**src/rtl/uart_bus_bridge.sv**
```systemverilog
// rtl/uart_bus_bridge.sv - UART command frames to single register bus transactions
module uart_bus_bridge #(
  parameter int CLK_DIV      = 868,
  parameter int TIMEOUT_BITS = 32
) (
  input  logic        clk,
  input  logic        rst,
  input  logic        uart_rx,
  output logic        uart_tx,
  output logic [15:0] bus_addr,
  output logic [31:0] bus_wdata,
  output logic        bus_we,
  output logic        bus_re,
  input  logic [31:0] bus_rdata,
  input  logic        bus_ready,
  output logic        busy,
  output logic        err
);
  localparam int DIV_W    = $clog2(CLK_DIV);
  localparam int TO_LIMIT = TIMEOUT_BITS * CLK_DIV;
  localparam int TO_W     = $clog2(TO_LIMIT);
  localparam logic [DIV_W-1:0] DIV_LAST  = DIV_W'(CLK_DIV - 1);
  localparam logic [DIV_W-1:0] HALF_LAST = DIV_W'(CLK_DIV / 2 - 1);
  localparam logic [TO_W-1:0]  TO_LAST   = TO_W'(TO_LIMIT - 1);

  localparam logic [2:0] S_IDLE = 3'd0;
  localparam logic [2:0] S_ADDR = 3'd1;
  localparam logic [2:0] S_DATA = 3'd2;
  localparam logic [2:0] S_BUS  = 3'd3;
  localparam logic [2:0] S_RESP = 3'd4;

  localparam logic [1:0] R_ACK  = 2'd0;
  localparam logic [1:0] R_READ = 2'd1;
  localparam logic [1:0] R_BAD  = 2'd2;

  localparam logic [7:0] CMD_WR = 8'h57;
  localparam logic [7:0] CMD_RD = 8'h52;

  // receiver
  logic             rx_s1, rx_s2, rx_d;
  logic             rx_busy;
  logic [DIV_W-1:0] rx_cnt;
  logic [3:0]       rx_bit;
  logic [7:0]       rx_shift;
  logic             rx_tick, rx_valid, rx_ferr;

  // transmitter
  logic             tx_busy;
  logic [DIV_W-1:0] tx_cnt;
  logic [3:0]       tx_bit;
  logic [8:0]       tx_shift;
  logic             tx_done, tx_start;
  logic [7:0]       tx_byte;
  logic [1:0]       tx_sel;

  // control
  logic [2:0]       state;
  logic             cmd_wr;
  logic [1:0]       byte_cnt;
  logic [31:0]      rdata_q;
  logic [1:0]       resp_kind;
  logic [1:0]       resp_idx;
  logic             resp_last;
  logic [TO_W-1:0]  to_cnt;
  logic             to_hit, bad_cmd, overrun;

  assign rx_tick  = rx_busy && (rx_bit == 4'd0 ? rx_cnt == HALF_LAST : rx_cnt == DIV_LAST);
  assign rx_valid = rx_tick && rx_bit == 4'd9 && rx_s2;
  assign rx_ferr  = rx_tick && rx_bit == 4'd9 && !rx_s2;

  // Two-flop synchronizer plus one delayed copy for falling-edge detection
  always_ff @(posedge clk or posedge rst) begin
    if (rst) begin
      rx_s1 <= 1'b1;
      rx_s2 <= 1'b1;
      rx_d  <= 1'b1;
    end else begin
      rx_s1 <= uart_rx;
      rx_s2 <= rx_s1;
      rx_d  <= rx_s2;
    end
  end

  // Receive byte: start-bit midpoint recheck, then one sample per bit period
  always_ff @(posedge clk or posedge rst) begin
    if (rst) begin
      rx_busy  <= 1'b0;
      rx_cnt   <= '0;
      rx_bit   <= 4'd0;
      rx_shift <= 8'h00;
    end else if (!rx_busy) begin
      if (rx_d && !rx_s2) begin
        rx_busy <= 1'b1;
        rx_cnt  <= '0;
        rx_bit  <= 4'd0;
      end
    end else if (rx_tick) begin
      rx_cnt <= '0;
      if (rx_bit == 4'd0) begin
        if (rx_s2) rx_busy <= 1'b0;
        else       rx_bit  <= 4'd1;
      end else if (rx_bit == 4'd9) begin
        rx_busy <= 1'b0;
      end else begin
        rx_shift <= {rx_s2, rx_shift[7:1]};
        rx_bit   <= rx_bit + 4'd1;
      end
    end else begin
      rx_cnt <= rx_cnt + 1'b1;
    end
  end

  assign tx_done  = tx_busy && tx_cnt == DIV_LAST && tx_bit == 4'd9;
  assign resp_last = resp_idx == ((resp_kind == R_READ) ? 2'd3 : 2'd0);
  // A new byte may be loaded in the last stop-bit cycle so bytes run back to back
  assign tx_start = (state == S_RESP) && (!tx_busy || (tx_done && !resp_last));

  // Pick the response byte being loaded: current index when idle, next one at stop end
  always_comb begin
    tx_sel = tx_busy ? resp_idx + 2'd1 : resp_idx;
    case (resp_kind)
      R_READ: begin
        case (tx_sel)
          2'd0:    tx_byte = rdata_q[31:24];
          2'd1:    tx_byte = rdata_q[23:16];
          2'd2:    tx_byte = rdata_q[15:8];
          default: tx_byte = rdata_q[7:0];
        endcase
      end
      R_BAD:   tx_byte = 8'h3F;
      default: tx_byte = 8'h4B;
    endcase
  end

  // Transmit 10-bit frames; uart_tx is a register so it is glitch-free
  always_ff @(posedge clk or posedge rst) begin
    if (rst) begin
      uart_tx  <= 1'b1;
      tx_busy  <= 1'b0;
      tx_cnt   <= '0;
      tx_bit   <= 4'd0;
      tx_shift <= 9'h1FF;
    end else if (tx_start) begin
      uart_tx  <= 1'b0;
      tx_busy  <= 1'b1;
      tx_cnt   <= '0;
      tx_bit   <= 4'd0;
      tx_shift <= {1'b1, tx_byte};
    end else if (tx_busy) begin
      if (tx_cnt == DIV_LAST) begin
        tx_cnt <= '0;
        if (tx_bit == 4'd9) begin
          tx_busy <= 1'b0;
          uart_tx <= 1'b1;
        end else begin
          uart_tx  <= tx_shift[0];
          tx_shift <= {1'b1, tx_shift[8:1]};
          tx_bit   <= tx_bit + 4'd1;
        end
      end else begin
        tx_cnt <= tx_cnt + 1'b1;
      end
    end
  end

  // The inter-byte timer only advances while the receiver is hunting, so a byte in flight never expires it
  assign to_hit  = (state == S_ADDR || state == S_DATA) && !rx_valid && !rx_busy && to_cnt == TO_LAST;
  assign bad_cmd = rx_valid && state == S_IDLE && rx_shift != CMD_WR && rx_shift != CMD_RD;
  assign overrun = rx_valid && (state == S_BUS || state == S_RESP);

  // All error causes merge into one registered pulse
  always_ff @(posedge clk or posedge rst) begin
    if (rst) err <= 1'b0;
    else     err <= rx_ferr || bad_cmd || to_hit || overrun;
  end

  // Command sequencer: collect frame, run one bus access, send the response
  always_ff @(posedge clk or posedge rst) begin
    if (rst) begin
      state     <= S_IDLE;
      cmd_wr    <= 1'b0;
      byte_cnt  <= 2'd0;
      bus_addr  <= 16'h0000;
      bus_wdata <= 32'h0;
      bus_we    <= 1'b0;
      bus_re    <= 1'b0;
      rdata_q   <= 32'h0;
      resp_kind <= R_ACK;
      resp_idx  <= 2'd0;
      busy      <= 1'b0;
      to_cnt    <= '0;
    end else begin
      case (state)
        S_IDLE: begin
          if (rx_valid) begin
            busy     <= 1'b1;
            byte_cnt <= 2'd0;
            to_cnt   <= '0;
            resp_idx <= 2'd0;
            if (rx_shift == CMD_WR || rx_shift == CMD_RD) begin
              cmd_wr <= (rx_shift == CMD_WR);
              state  <= S_ADDR;
            end else begin
              resp_kind <= R_BAD;
              state     <= S_RESP;
            end
          end
        end
        S_ADDR, S_DATA: begin
          if (rx_valid) begin
            to_cnt   <= '0;
            byte_cnt <= byte_cnt + 2'd1;
            if (state == S_ADDR) begin
              bus_addr <= {bus_addr[7:0], rx_shift};
              if (byte_cnt == 2'd1) begin
                byte_cnt <= 2'd0;
                state    <= cmd_wr ? S_DATA : S_BUS;
              end
            end else begin
              bus_wdata <= {bus_wdata[23:0], rx_shift};
              if (byte_cnt == 2'd3) state <= S_BUS;
            end
          end else if (rx_ferr || to_hit) begin
            busy  <= 1'b0;
            state <= S_IDLE;
          end else if (!rx_busy) begin
            to_cnt <= to_cnt + 1'b1;
          end
        end
        S_BUS: begin
          if (!bus_we && !bus_re) begin
            bus_we <= cmd_wr;
            bus_re <= !cmd_wr;
          end else if (bus_ready) begin
            bus_we    <= 1'b0;
            bus_re    <= 1'b0;
            if (!cmd_wr) rdata_q <= bus_rdata;
            resp_kind <= cmd_wr ? R_ACK : R_READ;
            resp_idx  <= 2'd0;
            state     <= S_RESP;
          end
        end
        S_RESP: begin
          if (tx_done) begin
            if (resp_last) begin
              busy  <= 1'b0;
              state <= S_IDLE;
            end else begin
              resp_idx <= resp_idx + 2'd1;
            end
          end
        end
        default: state <= S_IDLE;
      endcase
    end
  end
endmodule

```
**config.mk**
```make
export PLATFORM = sky130hd
export DESIGN_NAME = uart_bus_bridge
export DESIGN_NICKNAME = d
export VERILOG_FILES = /design/src/rtl/uart_bus_bridge.sv
export SDC_FILE = /design/constraint.sdc
export NUM_CORES = 1
export LEC_CHECK = 0
export ABC_CLOCK_PERIOD_IN_PS = 19400
export BUFFER_PORTS_ARGS = -buffer_cell sky130_fd_sc_hd__buf_2
export CAP_MARGIN = 15
export CORE_UTILIZATION = 54
export CTS_CLUSTER_DIAMETER = 30
export CTS_CLUSTER_SIZE = 14
export DETAILED_ROUTE_END_ITERATION = 12
export GPL_TIMING_DRIVEN = 0
export PLACE_DENSITY_LB_ADDON = 0.08
export SLEW_MARGIN = 15
export SYNTH_ARGS = -nofsm -noshare
export SYNTH_HDL_FRONTEND = slang
export SYNTH_SLANG_ARGS = --single-unit
```
**constraint.sdc**
```tcl
create_clock -name clk -period 19.4 [get_ports clk]
set_input_delay 5.82 -clock clk [delete_from_list [all_inputs] [get_ports clk]]
set_output_delay 5.82 -clock clk [all_outputs]
set_load 0.005 [all_outputs]
```
==> flow_summary_export.csv <==
group,metric,value,unit
status,status,"finished, final reports clean",
detailed_routing,wl_per_cell,17.3,um
place,placed_area,8490,um2
die,dieArea,14900,um2
sta,hold_violations,0,
pwr,internal_power,517,uW
yosys,syn_area_per_cell,11.7,um2
yosys,synth_edf_count,0,
sta,rsz0062_at_grt,"false",
final_layout,final_common_cell,"dfrtp_1",
yosys,async_flop_share,100,%
pwr,leakagePower,4.44,nW
pwr,clkPwrFrac,45.0,%
clocking,cts_hold_buffers,0,
worst_setup_path,crit_path_max_fanout,10,
yosys,yosys_register_bits,159,
die,die_y,122,um
worst_setup_path,end_kind,"flip-flop",
grt,grt.busiest_layer,"met2",
detailed_routing,vias,5584,
clocking,htree_levels,4,
detailed_routing,drc,0,
grt,use_met1,31.6,%
place,dp_cells,933,
clocking,path_clk_slew,0.07,ns
final_layout,layout-drive-gt1-share,34.8,%
grt,grt_max_degree,89,
pwr,vdd_drop_max,0.0749,mV
sta,finalCritPeriodShare,35.9,%
grt,use_met3,5.15,%
final_layout,fillers,1097,
grt,grt_overflow,0,
die,core_area,14000,um2
detailed_routing,drtPass1Iterations,5,
yosys,syn-num-nets,710,
final_layout,final_area,9040,um2
final_layout,layout.nets,818,
grt,grt_pass1_wl,28000,um
worst_setup_path,r2r_slack,16.71,ns
sta,tightest_slew,0.712,ns
min_path,min-delay-path-class,"reg2reg",
sta,final_max_slew_viol_count,0,
die,die_w,122,um
pwr,p_per_area,75.7,nW/um2
clocking,cts_buffers,17,
final_layout,fin_cells,965,
place,globalplace.congestion,0.873,
pwr,switching_share,24.4,%
yosys,synth_flop_cell,"dfrtp_1",
detailed_routing,ant_nets,0,
die,start_util,55.7,%
yosys,yosysWarnings,0,
clocking,clockRootBuffer,"clkbuf_16",
sta,setup_viol,0,
pwr,power_frac_seq,51.0,%
die,ios,89,
sta,clock_skew,0.00618,ns
worst_setup_path,startpoint_type,"input pin",
place,place.port_buffers,88,
final_layout,area_growth,15.9,%
clocking,numClockSinks,159,
clocking,post-cts-setup-buffers,0,
worst_setup_path,required,19.71,ns
detailed_routing,viasPerCell,5.79,
sta,fin_crit,6.96,ns
run,cap_violations,0,
sta,fmax,144,MHz
detailed_routing,drt_wl_total,16700,um
pwr,p_switching,167,uW
grt,grt_pass1_vias,5629,
clocking,cts_tree,"yes",
final_layout,final_cell_mix,"147 x dfrtp_1, 100 x buf_2, 93 x mux2_2, 48 x nand2_1, 37 x nor2_1",
clocking,post_cts_resized,0,
clocking,clk-insertion-delay-late,0.43,ns
grt,antenna_found_initial,0,
sta,slew_headroom,52.4,%
detailed_routing,drt_iter0_markers,406,
grt,use_met2,41.0,%
grt,track_usage,24.3,%
yosys,yosys.cell_types.count,71,
pwr,combPwrFrac,3.9,%
die,rows,43,
yosys,syn_inst,664,
place,dp_hpwl,11700,um
sta,fin_tns_setup,0,ns
worst_setup_path,arrival,7.27,ns
yosys,synth_area,7790,um2
clocking,cts.path.max_buffers,2,
worst_setup_path,crit_type,"in2reg",
yosys,ys_seq_area_share,51.2,%
final_layout,diodes,0,
[cell families (layout without fill, tap and decap cells)]
kind of cell / count (synthesis) / after routing / share of synthesized area (%)
adders and majority gates: 10 / 10 / 1.61
buffers and inverters: 43 / 164 / 2.89
DFF: 159 / 159 / 51.2
and+or+nand+nor: 183 / 183 / 13.0
AOI/OAI and AO/OA: 136 / 136 / 11.8
xor gates and xnor gates: 9 / 9 / 1.01
muxes: 124 / 124 / 18.4
[path summary, 6_finish.rpt]
path                                             end  depth (start not counted)                  start
max in group asynchronous             rx_d$_DFF_PP1_                          3                    rst
setup / recovery             rdata_q[15]$_DFFE_PP0P_                          5              bus_ready
hold / removal                       rx_s2$_DFF_PP1_                          0        rx_s1$_DFF_PP1_
hold reg to reg                      rx_s2$_DFF_PP1_                          0        rx_s1$_DFF_PP1_
setup reg to reg            bus_wdata[0]$_DFFE_PP0P_                          8  rx_bit[0]$_DFFE_PP0P_
min in group asynchronous  bus_wdata[31]$_DFFE_PP0P_                          2                    rst
[Yosys cell counts, types with 3 or more instances]
library cell    n  area share (%)
nand3_1        22             1.4
nor3_1          9            0.58
mux4_2          6             1.7
xnor2_1         4            0.45
o21ai_0        31             2.0
buf_2          12            0.77
nor3b_1         3            0.29
xor2_1          5            0.56
dfstp_2        12             4.0
a32o_1          3            0.39
a22o_1         10             1.1
dfrtp_1       147              47
ha_1           10             1.6
o22ai_1         4            0.32
nand2_1        48             2.3
inv_1          19            0.92
nand3b_1        5            0.48
clkbuf_1        3            0.14
mux2i_1        24             3.1
nor2_1         37             1.8
nand4_1         7            0.56
a31oi_1        18             1.4
buf_6           4            0.58
and2_1          6            0.48
a21o_1          5            0.48
o21a_1          6            0.58
buf_4           5            0.48
and3_1          7            0.56
nand2b_1        4            0.32
mux2_2         93              13
or3_1          10            0.80
a21oi_1        27             1.7
a41oi_1         4            0.45
a22oi_1         6            0.58
[area by class of cell]
type                    instances  area (um2)  share of cell area [%]
clock inverters                14         113                    1.25
flip-flops and latches        159        3990                    44.2
multi-input cells             462        3570                    39.6
well taps                     180         225                    2.49
clock buffers                  18         429                    4.75
repair buffers                 89         468                    5.18
inverters                      19        78.8                   0.872
plain buffers                  24         154                    1.70
[per-layer routing]
metal | up-vias | part of all wire [%]
met3 | 16 | 3.1
met1 | 2807 | 46
met4 | 0 | 1.2
met5 | - | 0
met2 | 96 | 49
li1 | 2665 | -
[state kept, by name, summed over array words and instances (netlist names), 2 cells and up]
register / flops
bus_wdata: 32
tx_shift: 8
tx_cnt: 10
rdata_q: 32
rx_bit: 4
rx_shift: 8
byte_cnt: 2
resp_idx: 2
bus_addr: 16
rx_cnt: 10
resp_kind: 2
state: 3
tx_bit: 4
to_cnt: 15
[stage by stage]
stage	worst slack, ns	hold WS, ns	util [%]	total power, mW
2_1_floorplan	9.31	0.345	-	0.371
3_3_place_gp	7.71	0.347	60.5	0.380
3_5_place_dp	11.95	0.347	60.7	0.383
4_1_cts	12.40	0.362	64.6	0.690
5_1_grt	12.34	0.370	64.6	0.710
6_report	12.44	0.362	64.6	0.684
[power groups by stage]
stage	clock network [mW]	registers (mW)	logic, mW
after global placement	0	0.354	0.0254
final	0.308	0.349	0.0270
after global routing	0.329	0.350	0.0307
after detailed placement	0	0.355	0.0278
after CTS	0.314	0.349	0.0279
after floorplan	0	0.352	0.0189
[worst max-delay path, stage by stage]
cell,delay (ns)
buf_2,0.09
nand2_1,0.09
nor3_2,0.50
buf_2,0.39
mux2_2,0.38
(Power assumes the default switching activity.)
